### src/rtl/regfile_param.sv
// Parametrised register file: two registered read ports with write-first bypass,
// post-reset clear sweep. Optional macro REGFILE_ZERO_REG_EN hardwires entry 0 to zero.
module regfile_param #(
  parameter int unsigned WIDTH  = 32,
  parameter int unsigned ADDR_W = 5
) (
  input  logic              clk,
  input  logic              reset,
  input  logic              rd_en,
  input  logic [ADDR_W-1:0] r1_add,
  input  logic [ADDR_W-1:0] r2_add,
  input  logic              write_enable,
  input  logic [ADDR_W-1:0] write_add,
  input  logic [WIDTH-1:0]  wr_data,
  output logic [WIDTH-1:0]  r1_value,
  output logic [WIDTH-1:0]  r2_value,
  output logic              rd_valid,
  output logic              busy
);

  localparam int unsigned DEPTH = 2**ADDR_W;

`ifdef REGFILE_ZERO_REG_EN
  localparam bit ZERO_EN = 1'b1;
`else
  localparam bit ZERO_EN = 1'b0;
`endif

  typedef enum logic {ST_SWEEP, ST_RUN} state_e;

  state_e            state_q, state_d;
  logic [ADDR_W-1:0] cnt_q, cnt_d;
  logic [WIDTH-1:0]  mem_q [DEPTH];
  logic [WIDTH-1:0]  r1_q, r1_d, r2_q, r2_d;
  logic              valid_q, valid_d;
  logic              wr_ok, zero1, zero2, fwd1, fwd2;

  // Sweep control: the edge that clears the last entry also leaves the sweep state.
  always_comb begin
    state_d = state_q;
    cnt_d   = cnt_q;
    case (state_q)
      ST_SWEEP: begin
        cnt_d = cnt_q + 1'b1;
        if (&cnt_q) state_d = ST_RUN;
      end
      default: state_d = ST_RUN;
    endcase
  end

  always_ff @(posedge clk) begin
    if (reset) begin
      state_q <= ST_SWEEP;
      cnt_q   <= '0;
    end else begin
      state_q <= state_d;
      cnt_q   <= cnt_d;
    end
  end

  always_comb begin
    zero1 = ZERO_EN && (r1_add == '0);
    zero2 = ZERO_EN && (r2_add == '0);
    wr_ok = write_enable && !(ZERO_EN && (write_add == '0));
    fwd1  = write_enable && (write_add == r1_add);
    fwd2  = write_enable && (write_add == r2_add);
  end

  // Read path: zero entry takes priority over bypass, bypass over the stored value.
  always_comb begin
    r1_d    = r1_q;
    r2_d    = r2_q;
    valid_d = 1'b0;
    if (state_q == ST_RUN && rd_en) begin
      valid_d = 1'b1;
      if (zero1)     r1_d = '0;
      else if (fwd1) r1_d = wr_data;
      else           r1_d = mem_q[r1_add];
      if (zero2)     r2_d = '0;
      else if (fwd2) r2_d = wr_data;
      else           r2_d = mem_q[r2_add];
    end
  end

  always_ff @(posedge clk) begin
    if (reset) begin
      r1_q    <= '0;
      r2_q    <= '0;
      valid_q <= 1'b0;
    end else begin
      r1_q    <= r1_d;
      r2_q    <= r2_d;
      valid_q <= valid_d;
    end
  end

  // Storage is left untouched by reset; the sweep does the clearing.
  always_ff @(posedge clk) begin
    if (!reset) begin
      if (state_q == ST_SWEEP) mem_q[cnt_q] <= '0;
      else if (wr_ok)          mem_q[write_add] <= wr_data;
    end
  end

  assign r1_value = r1_q;
  assign r2_value = r2_q;
  assign rd_valid = valid_q;
  assign busy     = (state_q == ST_SWEEP);

endmodule

### config.mk
export PLATFORM = sky130hd
export DESIGN_NAME = regfile_param
export DESIGN_NICKNAME = d
export VERILOG_FILES = /design/src/rtl/regfile_param.sv
export SDC_FILE = /design/constraint.sdc
export NUM_CORES = 1
export LEC_CHECK = 0
export ABC_CLOCK_PERIOD_IN_PS = 3950
export CAP_MARGIN = 20
export CORE_ASPECT_RATIO = 1.5
export CORE_MARGIN = 3
export CORE_UTILIZATION = 30
export DETAILED_ROUTE_END_ITERATION = 8
export PLACE_DENSITY = 0.48
export SLEW_MARGIN = 20
export SYNTH_ARGS = -nofsm -noshare
export SYNTH_HDL_FRONTEND = slang
export SYNTH_SLANG_ARGS = --single-unit
### constraint.sdc
create_clock -name clk -period 3.95 [get_ports clk]
set_input_delay 0.79 -clock clk [delete_from_list [all_inputs] [get_ports clk]]
set_output_delay 0.79 -clock clk [all_outputs]
set_load 0.005 [all_outputs]
# Yosys cells after proc, flatten, opt, wreduce, memory -nomap -nowiden
# Memories as Yosys holds them, arrays and structs flattened. A register that Yosys moved wholly into a read port is not among the register bits.
# Index checks and enable logic that the tools add are counted.
[word_totals] regBits=7 out_inout_bits=66 memories=1 in_bits=51 ram_bits=1024 word_cells=22
[op_classes] n_bitwise=1 muxes=13 n_reduce_logical=3 addsub=1
[memory_table] name="mem_q" words=32 width=32 read_ports=2 rd_ports_with_merged_regs=2 write_ports=1 line="33" source="logic [WIDTH-1:0] mem_q [DEPTH];"
[op_table] op="$mux W32" count=1
[op_table] op="$reduce_or A32 Y1" count=1
[op_table] op="$mux W1" count=11
[op_table] op="$add A5 B1 Y5 const B" count=1
[op_table] op="$mux W5" count=1
[op_table] op="$reduce_and A5 Y1" count=1
[op_table] op="$logic_and A1 B1 Y1" count=1
[op_table] op="$not A1 Y1" count=1

# Depth between registers and ports, before layout
[depth] word_depth=6 depth_mapped=11

# Worst setup path before layout
# Ideal clock, no wire load.
[synth_path] path_kind="input -> register" start="input port reset" end="memory mem_q[16][0] (enable)" path_stages=6 slack_ns=0.272 arrival_ns=3.257 path_cell_list="and3b_1 > buf_6 > clkbuf_1 > mux2i_1 > nand2_1 > nor2_1"
[synth_between] elab_chain_cells=4
[synth_rtl] element="from (decl)" line="8" source="input logic reset,"
[synth_rtl] element="$mux W1" line="99" source="if (!reset) begin"
[synth_rtl] element="$mux W1 (implied by the code)" line="101" source="else if (wr_ok) mem_q[write_add] <= wr_data;"
[synth_rtl] element="$reduce_or A32 Y1 (no line)"
[synth_rtl] element="$mux W5 (no line) / $mux W1 (equally long branches)"
[synth_rtl] element="to (decl)" line="33"
# Parallel ways exist; a longest one is shown, timed or not.

==> impl_metrics.py <==
metrics = {
    "run_status": {
        "outcome": "completed",
    },
    "synthesis": {
        "ys_types": 45,
        "ys_ff_latch": 1095,
        "synth_area_leaders": "edfxtp_1 (61%), mux4_2 (17%), mux2i_1 (6.9%)",
        "yosysSeqAreaShare_pct": 63.8,
        "syn_inst": 2950,
        "synth_edf_count": 1024,
        "synthArstFlopShare_pct": 0,
        "synth_top_area_share_pct": 60.9,
        "synth_area_um2": 50500,
        "synthFlopType": "edfxtp_1",
        "syn-num-nets": 3003,
        "synth_area_leader_cell": "edfxtp_1",
        "synth.most_common_cell": "edfxtp_1",
        "synth_common_cells": "edfxtp_1 (1024), mux4_2 (374), mux2i_1 (347), a22oi_1 (229), clkbuf_1 (134)",
        "synth.avg_cell_area_um2": 17.1,
        "synth_warnings": 0,
    },
    "clock_network": {
        "cts_buffers": 105,
        "cts_tree": "built",
        "cts.sink_count": 1095,
        "clkTransAtPathRegs_ps": 70,
        "cts-resized-gates": 0,
        "postCtsHoldBufs": 0,
        "clock-root-buffer": "clkbuf_16",
        "clkLatencyLatePin_ps": 730,
        "cts_setup_buffers": 0,
        "h-tree-depth": 3,
        "clk_path_buf_depth": 3,
    },
    "sta": {
        "tightest_slew_ps": 1050,
        "setup_ws_ps": 819,
        "fin_skew_ps": 44.9,
        "finalHoldViolCount": 0,
        "slew_violations": 0,
        "finalSetupViolCount": 0,
        "relSlewSlack_pct": 29.7,
        "rsz0062_at_grt": "false",
        "timing.hold.ws_ps": 454,
        "fmax_ghz": 0.319,
        "layout_min_cycle_time_ps": 3130,
        "timing.final.crit_share_pct": 79.3,
        "finalSetupTns_ps": 0,
    },
    "floorplanning": {
        "ios": 117,
        "fp-row-count": 183,
        "start_util_pct": 30.3,
        "die_x_um": 341,
        "die_area_um2": 173000,
        "chipHeight_um": 508,
        "core_area_um2": 166000,
    },
    "critical_path": {
        "rrSetupSlack_ps": 1010,
        "setup.worst_path.end": "r2_value[12]",
        "worstPathCellList": "clkdlybuf4s50_1 > and3b_2 > mux2i_4 > xnor2_1 > or4_4 > and3_1 > o21ai_1",
        "worstRegToRegCells": 7,
        "path_class": "in -> reg",
        "crit_slowest_cell": "or4_4",
        "worstPathRequired_ps": 4570,
        "max_stage_delay_ps": 880,
        "rr_startpoint": "state_q",
        "crit_fanout": 41,
        "endpoint_kind": "flop",
        "cp-startpoint": "reset",
        "startpoint_type": "primary input",
        "cp.arrival_ps": 3750,
        "r2r_end": "r2_value[12]",
    },
    "worst_hold_path": {
        "worst_hold_path_type": "reg -> reg",
    },
    "routing": {
        "vias": 30900,
        "drtPass1Iterations": 5,
        "drc": 0,
        "detail_route.vias_per_cell": 5.63,
        "routedWlPerCell_um": 34.1,
        "drt.antenna.violating_nets": 0,
        "drt_iter0_markers": 3077,
        "finalWirelength_um": 187000,
    },
    "power_and_ir_drop": {
        "power_density_nw_per_um2": 419,
        "p_total_mw": 25.2,
        "power_leakage_nw": 21.1,
        "vdd_drop_max_mv": 0.332,
    },
    "global_routing": {
        "grt_pass1_wl_um": 260000,
        "grt_overflow_total": 0,
        "grt_antenna_before_repair": 8,
        "grt_max_degree": 64,
        "gr-usage-all-layers_pct": 21.3,
        "grt_pass1_vias": 32400,
    },
    "place": {
        "port_buffers": 116,
        "dp_hpwl_um": 118000,
        "pre_cts_ws_ps": 126,
        "dp.cells": 5289,
        "post_dp_cell_area_um2": 56500,
        "gp_congestion": 0.821,
    },
    "final_layout": {
        "fin_cells": 5489,
        "nNetsFinal": 3229,
        "utilization_pct": 36.1,
        "layout-drive-gt1-share_pct": 26.1,
        "area_growth_pct": 19.1,
        "design_area_um2": 60100,
    },
    "job": {
        "drv_cap": 0,
    },
}
==> report_power, final <==
group	total (mW)	switching, mW	internal, mW
Sequential	12.6	0.0332	12.6
Clock	10.7	4.68	6.05
Combinational	1.84	1.10	0.737
Total	25.2	5.81	19.3
==> layer usage <==
| layer | wire length [um] | track usage [%] | up-vias |
|---|---|---|---|
| li1 | - | - | 12700 |
| met1 | 74000 | 26.8 | 16600 |
| met2 | 94600 | 37.3 | 1238 |
| met3 | 11400 | 3.19 | 300 |
| met4 | 7190 | 7.86 | 4 |
| met5 | 27 | 0 | - |
==> worst max-delay path, delay by kind of cell <==
| family | cells | cell delay [ps] |
|---|---|---|
| XOR/XNOR | 1 | 170 |
| AND/OR/NAND/NOR | 3 | 1690 |
| multiplexers | 1 | 360 |
| buffers and inverters | 1 | 590 |
| AO/OA/AOI/OAI | 1 | 120 |
==> layout by cell type, fill, tap and decap left out, types with 38 or more instances in the layout <==
cell type,instances
a211oi_1,68
a22oi_1,229
buf_12,74
buf_4,169
clkbuf_16,106
clkdlybuf4s50_1,107
dfxtp_1,71
edfxtp_1,1024
mux2i_1,347
mux4_2,374
nand2_1,101
nand3_1,79
nand4_1,40
nor2_1,77
nor2_4,38
o21ai_0,38
==> how the worst min path moves through the flow <==
stage | from | end | slack (ps) | cells past startpoint
5_1_grt | r2_value[9] | r2_value[9] | 470 | 2
3_5_place_dp | r1_value[30] | r1_value[30] | 450 | 2
6_report | r2_value[17] | r2_value[17] | 450 | 2
2_1_floorplan | r2_value[0] | r2_value[0] | 440 | 2
3_3_place_gp | r1_value[30] | r1_value[30] | 440 | 2
4_1_cts | r2_value[17] | r2_value[17] | 460 | 2
==> cell type report <==
cell class	instances	area [um^2]
Clock inverter	74	850
Inverter	5	18.8
Tap cell	2220	2780
Fill cell	15700	106000
Timing Repair Buffer	357	3900
Antenna cell	2	5.00
Clock buffer	124	2780
Multi-Input combinational cell	1612	17600
Sequential cell	1095	32200
==> flip-flops by register name, indices dropped and copies added, names as in the netlist <==
signal / count
state_q: 1
rd_valid: 1
mem_q: 1024
cnt_q: 5
r2_value: 32
r1_value: 32
==> logic make-up (layout without fill, tap and decap cells) <==
| family | count (synthesis) | after routing | share of synthesized area, % |
|---|---|---|---|
| muxes | 724 | 724 | 23.7 |
| other | 0 | 2 | 0 |
| xor gates and xnor gates | 12 | 12 | 0.208 |
| and+or+nand+nor | 445 | 445 | 4.28 |
| buffers and inverters | 243 | 560 | 2.08 |
| AOI/OAI and AO/OA | 429 | 429 | 5.95 |
| DFF | 1095 | 1095 | 63.8 |
| adders and majority gates | 2 | 2 | 0.0496 |
Note: power is estimated with default switching activity, not from simulation.
